--- src/rtl/vote_tally.sv ---
// vote_tally: session-based voting block for N_VOTERS voters.
// A session opens on start, accepts at most one yes/no ballot per voter,
// and closes when everyone has voted, on an explicit close request, or
// after TIMEOUT cycles in OPEN. Closing produces a one-cycle done pulse
// with a strict-absolute-majority pass flag. Counts, voted mask and pass
// then hold until the next session opens.
module vote_tally #(
    parameter int N_VOTERS = 5,
    parameter int TIMEOUT  = 16,
    localparam int CW      = $clog2(N_VOTERS + 1)
) (
    input  logic                clk,
    input  logic                reset,
    input  logic                start,
    input  logic                close,
    input  logic [N_VOTERS-1:0] cast,
    input  logic [N_VOTERS-1:0] choice,
    output logic                busy,
    output logic                done,
    output logic                pass,
    output logic [CW-1:0]       yes_cnt,
    output logic [CW-1:0]       no_cnt,
    output logic [N_VOTERS-1:0] voted
);

    // Timer only has to reach TIMEOUT-1; keep at least one bit when disabled.
    localparam int TW    = (TIMEOUT > 1) ? $clog2(TIMEOUT) : 1;
    localparam int TLAST = (TIMEOUT > 0) ? (TIMEOUT - 1) : 0;
    localparam logic [TW-1:0] T_LAST = TLAST[TW-1:0];
    // Voter count widened so that 2*yes can be compared without overflow.
    localparam logic [CW+1:0] N_EXT = (CW + 2)'(N_VOTERS);

    typedef enum logic [1:0] {
        IDLE = 2'd0,
        OPEN = 2'd1,
        DONE = 2'd2
    } state_t;

    state_t              state;
    logic [TW-1:0]       timer;

    logic [N_VOTERS-1:0] accept;
    logic [CW-1:0]       yes_add;
    logic [CW-1:0]       no_add;
    logic [CW-1:0]       yes_next;
    logic [CW-1:0]       no_next;
    logic                all_voted;
    logic                timeout_hit;
    logic                close_hit;
    logic                pass_next;

    // Ballot acceptance, per-cycle tallies and the close decision for OPEN.
    always_comb begin
        accept  = '0;
        yes_add = '0;
        no_add  = '0;
        if (state == OPEN) begin
            // A voter already in the mask is a duplicate and is dropped.
            accept = cast & ~voted;
        end
        for (int i = 0; i < N_VOTERS; i++) begin
            yes_add = yes_add + CW'(accept[i] & choice[i]);
            no_add  = no_add + CW'(accept[i] & ~choice[i]);
        end
        yes_next    = yes_cnt + yes_add;
        no_next     = no_cnt + no_add;
        all_voted   = &(voted | accept);
        timeout_hit = (TIMEOUT != 0) && (timer == T_LAST);
        close_hit   = all_voted || close || timeout_hit;
        // Pass is judged on the final counts, including the closing cycle.
        pass_next   = {1'b0, yes_next, 1'b0} > N_EXT;
    end

    // Session FSM; every output is a register updated here.
    always_ff @(posedge clk) begin
        if (reset) begin
            state   <= IDLE;
            timer   <= '0;
            busy    <= 1'b0;
            done    <= 1'b0;
            pass    <= 1'b0;
            yes_cnt <= '0;
            no_cnt  <= '0;
            voted   <= '0;
        end else begin
            case (state)
                IDLE: begin
                    done <= 1'b0;
                    // Ballots arriving with start belong to no session.
                    if (start) begin
                        state   <= OPEN;
                        busy    <= 1'b1;
                        timer   <= '0;
                        pass    <= 1'b0;
                        yes_cnt <= '0;
                        no_cnt  <= '0;
                        voted   <= '0;
                    end
                end
                OPEN: begin
                    voted   <= voted | accept;
                    yes_cnt <= yes_next;
                    no_cnt  <= no_next;
                    timer   <= timer + TW'(1);
                    if (close_hit) begin
                        state <= DONE;
                        busy  <= 1'b0;
                        done  <= 1'b1;
                        pass  <= pass_next;
                    end
                end
                DONE: begin
                    // Results stay put; only the pulse ends.
                    state <= IDLE;
                    done  <= 1'b0;
                end
                default: begin
                    state <= IDLE;
                    busy  <= 1'b0;
                    done  <= 1'b0;
                end
            endcase
        end
    end

endmodule

--- config.mk ---
export PLATFORM = sky130hd
export DESIGN_NAME = vote_tally
export DESIGN_NICKNAME = d
export VERILOG_FILES = /design/src/rtl/vote_tally.sv
export SDC_FILE = /design/constraint.sdc
export NUM_CORES = 1
export LEC_CHECK = 0
export CAP_MARGIN = 40
export CORE_UTILIZATION = 36
export DETAILED_ROUTE_END_ITERATION = 7
export PLACE_DENSITY = 0.71
export RECOVER_POWER = 50
export SLEW_MARGIN = 20
export SYNTH_ARGS = -nofsm -noshare
export SYNTH_HDL_FRONTEND = slang
export SYNTH_SLANG_ARGS = --single-unit
--- constraint.sdc ---
create_clock -name clk -period 3.5 [get_ports clk]
set_input_delay 0.525 -clock clk [delete_from_list [all_inputs] [get_ports clk]]
set_output_delay 0.525 -clock clk [all_outputs]
set_load 0.02 [all_outputs]
# == Yosys cells after proc, flatten, opt, wreduce, memory -nomap -nowiden ==
# Cells that the tools add are included.
# word_totals
register_bits,20
inputBits,14
out_inout_bits,14
wordCells,72
# classes
add_sub_neg,11
order_cmp,1
eq_ne,5
muxes,17
bitwise,20
reduce_logical,10
# op_table
cell,n
3-bit adder,6
1-bit by 3-bit bitwise AND with 3-bit output,5
1-bit NOT with 3-bit output,5
3-bit case mux with 2 select lines,2
5-bit 2-to-1 mux,2
5-bit case mux with 2 select lines,1
4-bit case mux with 2 select lines,1
3-bit by 1-bit adder with 3-bit output,2
3-bit AND reduction,2
1-bit bitwise AND,5
5-bit bitwise AND,1
5-bit NOT,1
5-bit bitwise OR,1
5-bit AND reduction,1
4-bit by 1-bit adder with 4-bit output (second input constant),1
4-bit == test (second input constant),1
4-bit by 3-bit > comparator with 1-bit output (second input constant),1
1-bit 2-to-1 mux,4
2-bit 2-to-1 mux,2
4-bit 2-to-1 mux,1
2-bit inequality test (second input constant),2
2-bit case mux with 2 select lines,1
2-bit AND reduction,2
2-bit by 1-bit adder with 3-bit output,1
11 further kinds,13

# == Logic depth before layout (Yosys ltp) ==
# Gate-level depths: netlist of the first run.
# logic_depth
depth_word,12
mapped_depth,14
mapped_depth_nobuf,13

# == Worst setup path after synthesis of the first run ==
# No wires, ideal clock.
# synth_path
path_kind,input to register
from,in cast[2]
to,reg yes_cnt[2]
setup_time_ps,128
t_arrival_ps,2914
required_time_ps,3372
slack_ps,459
stages,13
n_path_buf,0
cell_sequence,nand3b_1 nor3b_1 fa_1 inv_1 fa_1 inv_1 ha_1 inv_1 fa_1 xor2_1 a21o_1 a21oi_1 nor2_1
# synth_via
elab_chain_len,8
# synth_rtl
item,line_no,text
start: declaration,16,"input logic [N_VOTERS-1:0] cast,"
5-bit bitwise AND,59,accept = cast & ~voted;
5-bit 2-to-1 mux,57,if (state == OPEN) begin
1-bit bitwise AND,62,yes_add = yes_add + CW'(accept[i] & choice[i]);
2-bit by 1-bit adder with 3-bit output,62,
3-bit by 1-bit adder with 3-bit output (2 in a row),62,
3-bit adder,65,yes_next = yes_cnt + yes_add;
3-bit case mux with 2 select lines,86,case (state)
end signal: assignment,102,yes_cnt <= yes_next;
end: declaration,21,"output logic [CW-1:0] yes_cnt,"
# No other way between the ends.
# A chain may end at the register's enable or synchronous reset.

# == Worst setup path in the final report of the first run ==
# layout_path
from,in cast[2]
to,reg pass
# layout_via
elab_chain_len,10
word_cells_on_any_way,16
classes_between,4 x add/sub; 1 x order compare; 1 x eq/ne; 3 x mux; 3 x bitwise; 4 x reduce/logical
# layout_rtl
item,line_no,text
5-bit bitwise AND (*),59,
5-bit 2-to-1 mux (*),57,
1-bit bitwise AND,62,
2-bit by 1-bit adder with 3-bit output,62,
3-bit by 1-bit adder with 3-bit output (2 in a row),62,
3-bit adder,65,
4-bit by 3-bit > comparator with 1-bit output,71,"pass_next = {1'b0, yes_next, 1'b0} > N_EXT;"
1-bit 2-to-1 mux,105,if (close_hit) begin
1-bit case mux with 2 select lines,86,
end signal: assignment,109,pass <= pass_next;
end: declaration,20,"output logic pass,"
# Mark *: on every way between the ends. The rest lies on a longest branch, timed or not. The select of a mux whose other input is x is not followed.

==> impl_metrics.ini, run 1 <==
[synthesis]
synthMuxAreaShare = 0.00866
syn_area_um2 = 1160
synth_seq_area_share = 0.346
synth-xor-area-share = 0.0227
yosys.area_share.simple = 0.210
synth-compound-area-share = 0.182
synth-adder-area-share = 0.158
synth_cells = 127
yosysWarnings = 0
synth.avg_cell_area_um2 = 9.10
synth-seq-cells = 20
synth_top_family_by_area = simple AND/OR/NAND/NOR gates
syn_nets = 152
yosysUniqueCellTypes = 36

[job]
maxCapViolCount = 0

[min_path]
worstHoldStart = pass
hold_path.class = flip-flop to flip-flop

[setup_path]
crit_required_ns = 3.72
cp-startpoint = cast[2]
worst_path_largest_cell_delay_ns = 0.46
critPathSlowestCell = clkdlybuf4s50_1
cp_top_family = adder cells
start_kind = primary input
arrival_ns = 3.55
endpoint_kind = flip-flop
crit_type = primary input to flip-flop
path_buf_inv = 4
cp_max_fo = 3
critical_path.cell_chain = clkdlybuf4s50_1 -> nand3b_1 -> nor3b_1 -> fa_1 -> inv_1 -> fa_1 -> inv_1 -> ha_1 -> inv_1 -> fa_1 -> xor2_1 -> xnor2_1 -> o21ai_0 -> mux2i_1
r2r-start = state[0]

[finish]
n_fill_cell = 293
final_core_util = 0.497
layout_commonest_cell = dfxtp_1
layout-drive-gt1-share = 0.0581
nets = 181
final_cell_mix = dfxtp_1 (20), clkdlybuf4s50_1 (16), inv_1 (14), a21oi_1 (13), nor2_1 (13)
num_antenna_cells = 0
areaGrowthSynthToFinish_pct = 31.3

[routing]
num_vias = 1000
drt-vias-per-instance = 5.03
ant_nets = 0
drc = 0
drt-total-wl_um = 2530
avgRoutedWirePerCell_um = 12.7
first_pass_iters = 4
drt_iter0_drc = 33

[sta]
tightest_slew_ns = 0.849
drv_slew = 0
hold_viol = 0
setup_viol = 0
fin_skew_ns = 0.0143
max_slew_margin = 0.433
period_needed_ns = 3.34
finalCritPeriodShare = 0.954
fmax_ghz = 0.300

[cts]
clock_path_buffers = 2
cts.sinks = 20
cts_setup_buffers = 0
cts_buffers = 3
holdBufCountCts = 0
h-tree-depth = 1
path_clk_slew_ns = 0.13
worstSkewPairLatency_ns = 0.31
cts_root_buf = clkbuf_4
cts_tree = done

[placed_design]
hpwl_um = 1990
portBuffers = 27
place_congestion = 0.816

[power]
p_int_mw = 0.400
netSwitchingPower_mw = 0.138
power_density_nw_per_um2 = 354
clockPowerShare = 0.355
p_comb_frac = 0.188
ir_worst_vdd_uv = 137
design_power_total_mw = 0.538
switching_share = 0.256
pwr-share-seq = 0.456
leakage_nw = 0.602

[floorplanning]
initial_core_util = 0.379
dieHeight_um = 58.7
core_area_um2 = 3050
io_pins = 28
dieWidth_um = 58.7
dieArea_um2 = 3440
row_count = 20

[global_routing]
grt_max_degree = 18
antenna_found_initial = 0
grt_pass1_vias = 967
grt_pass1_wl_um = 4140
overflow = 0
grt_usage = 0.160

[outcome]
status = complete, no violations
worst paths after layout:
kind	to	slack [ns]	cells after the start
setup / recovery	pass	0.16	14
hold / removal	pass	0.49	2
setup reg to reg	pass	0.23	13
hold reg to reg	pass	0.49	2
stage by stage:
step | hold WS (ns) | instance area [µm²] | setup slack (ns) | setup TNS, ns | cells
detailed placement | 0.472 | 1470 | -0.222 | -0.479 | 195
CTS | 0.495 | 1530 | 0.109 | 0 | 199
floorplan | 0.452 | 1160 | 0.459 | 0 | 127
global placement | 0.451 | 1470 | -0.185 | -0.379 | 195
finish | 0.487 | 1520 | 0.162 | 0 | 199
global route | 0.527 | 1520 | -0.00882 | -0.00882 | 199
worst register-to-register path: stages, from the launching register on:
cell	delay, ns
dfxtp_1	0.53
nand3b_1	0.20
nor3b_1	0.29
fa_1	0.45
inv_1	0.09
fa_1	0.39
inv_1	0.07
ha_1	0.13
inv_1	0.05
fa_1	0.36
xor2_1	0.25
xnor2_1	0.09
o21ai_0	0.17
mux2i_1	0.09
cell usage after synthesis (all sizes together):
master  number  area share
a221oi       1      0.0076
o41ai        1      0.0076
fa           6        0.10
mux2i        1      0.0087
ha           5       0.054
a21oi       13       0.056
a21bo        1      0.0087
or2b         1      0.0065
o21a         1      0.0065
clkbuf       4       0.013
nor3b        3       0.019
a21o         3       0.019
a222oi       1      0.0087
nor2b        3       0.016
inv         14       0.045
a22oi        4       0.026
xnor2        1      0.0076
xor2         2       0.015
o31a         1      0.0076
nand3b       6       0.053
nor3         6       0.026
or4b         1      0.0087
dfxtp       20        0.35
o21ai        2      0.0087
and2         1      0.0054
buf          2       0.014
a31oi        1      0.0054
or3          2       0.011
nand2b       1      0.0054
o31ai        1      0.0065
o21bai       2       0.013
nand4        3       0.016
nor2        13       0.042
flip-flops by register name, summed over array words and instances, names as in the netlist:
name     count
no_cnt       3
voted        5
state        2
timer        4
yes_cnt      3
busy         1
pass         1
done         1
kinds of logic (layout without fill, tap and decap cells):
group | Yosys count | count (layout)
and+or+nand+nor | 40 | 40
AOI/OAI and AO/OA | 32 | 32
adders and majority gates | 11 | 11
muxes | 1 | 1
DFF | 20 | 20
xor gates and xnor gates | 3 | 3
buffers and inverters | 20 | 48
power groups by stage:
stage | Combinational [mW] | Clock, mW | Sequential (mW)
4_1_cts | 0.105 | 0.194 | 0.246
3_3_place_gp | 0.102 | 0 | 0.250
6_report | 0.101 | 0.191 | 0.245
3_5_place_dp | 0.104 | 0 | 0.251
2_1_floorplan | 0.0585 | 0 | 0.255
5_1_grt | 0.113 | 0.204 | 0.247
area by class of cell:
class                   count  area (µm²)  share of cell area
clock buffers               3        22.5              0.0148
inverters                  14        52.6              0.0346
well taps                  44        55.1              0.0363
clock inverters             1        30.0              0.0198
flip-flops and latches     20         400               0.264
multi-input cells          87         668               0.440
repair buffers             30         289               0.190
metal layers:
| layer | GRT usage | wire [µm] | vias up |
|---|---|---|---|
| li1 | - | - | 497 |
| met1 | 0.185 | 1140 | 472 |
| met2 | 0.271 | 1190 | 26 |
| met3 | 0.0330 | 136 | 5 |
| met4 | 0.102 | 62 | 0 |
| met5 | 0 | 0 | - |
repair_timing:
action | CTS | global route
setup endpoints to repair | 0 | 2
resized for setup | 0 | 1
hold endpoints to repair | 0 | 0
Power figures use the tool's default switching activity.
==> run 2: changes to the inputs <==
--- a/config.mk
+++ b/config.mk
@@ -8,6 +8,7 @@
 export CAP_MARGIN = 40
 export CORE_UTILIZATION = 36
 export DETAILED_ROUTE_END_ITERATION = 7
+export HOLD_SLACK_MARGIN = 0.03
 export PLACE_DENSITY = 0.71
 export RECOVER_POWER = 50
 export SLEW_MARGIN = 20
==> results of run 2 <==
Final layout, timing and power as in run 1 (identical DEF).
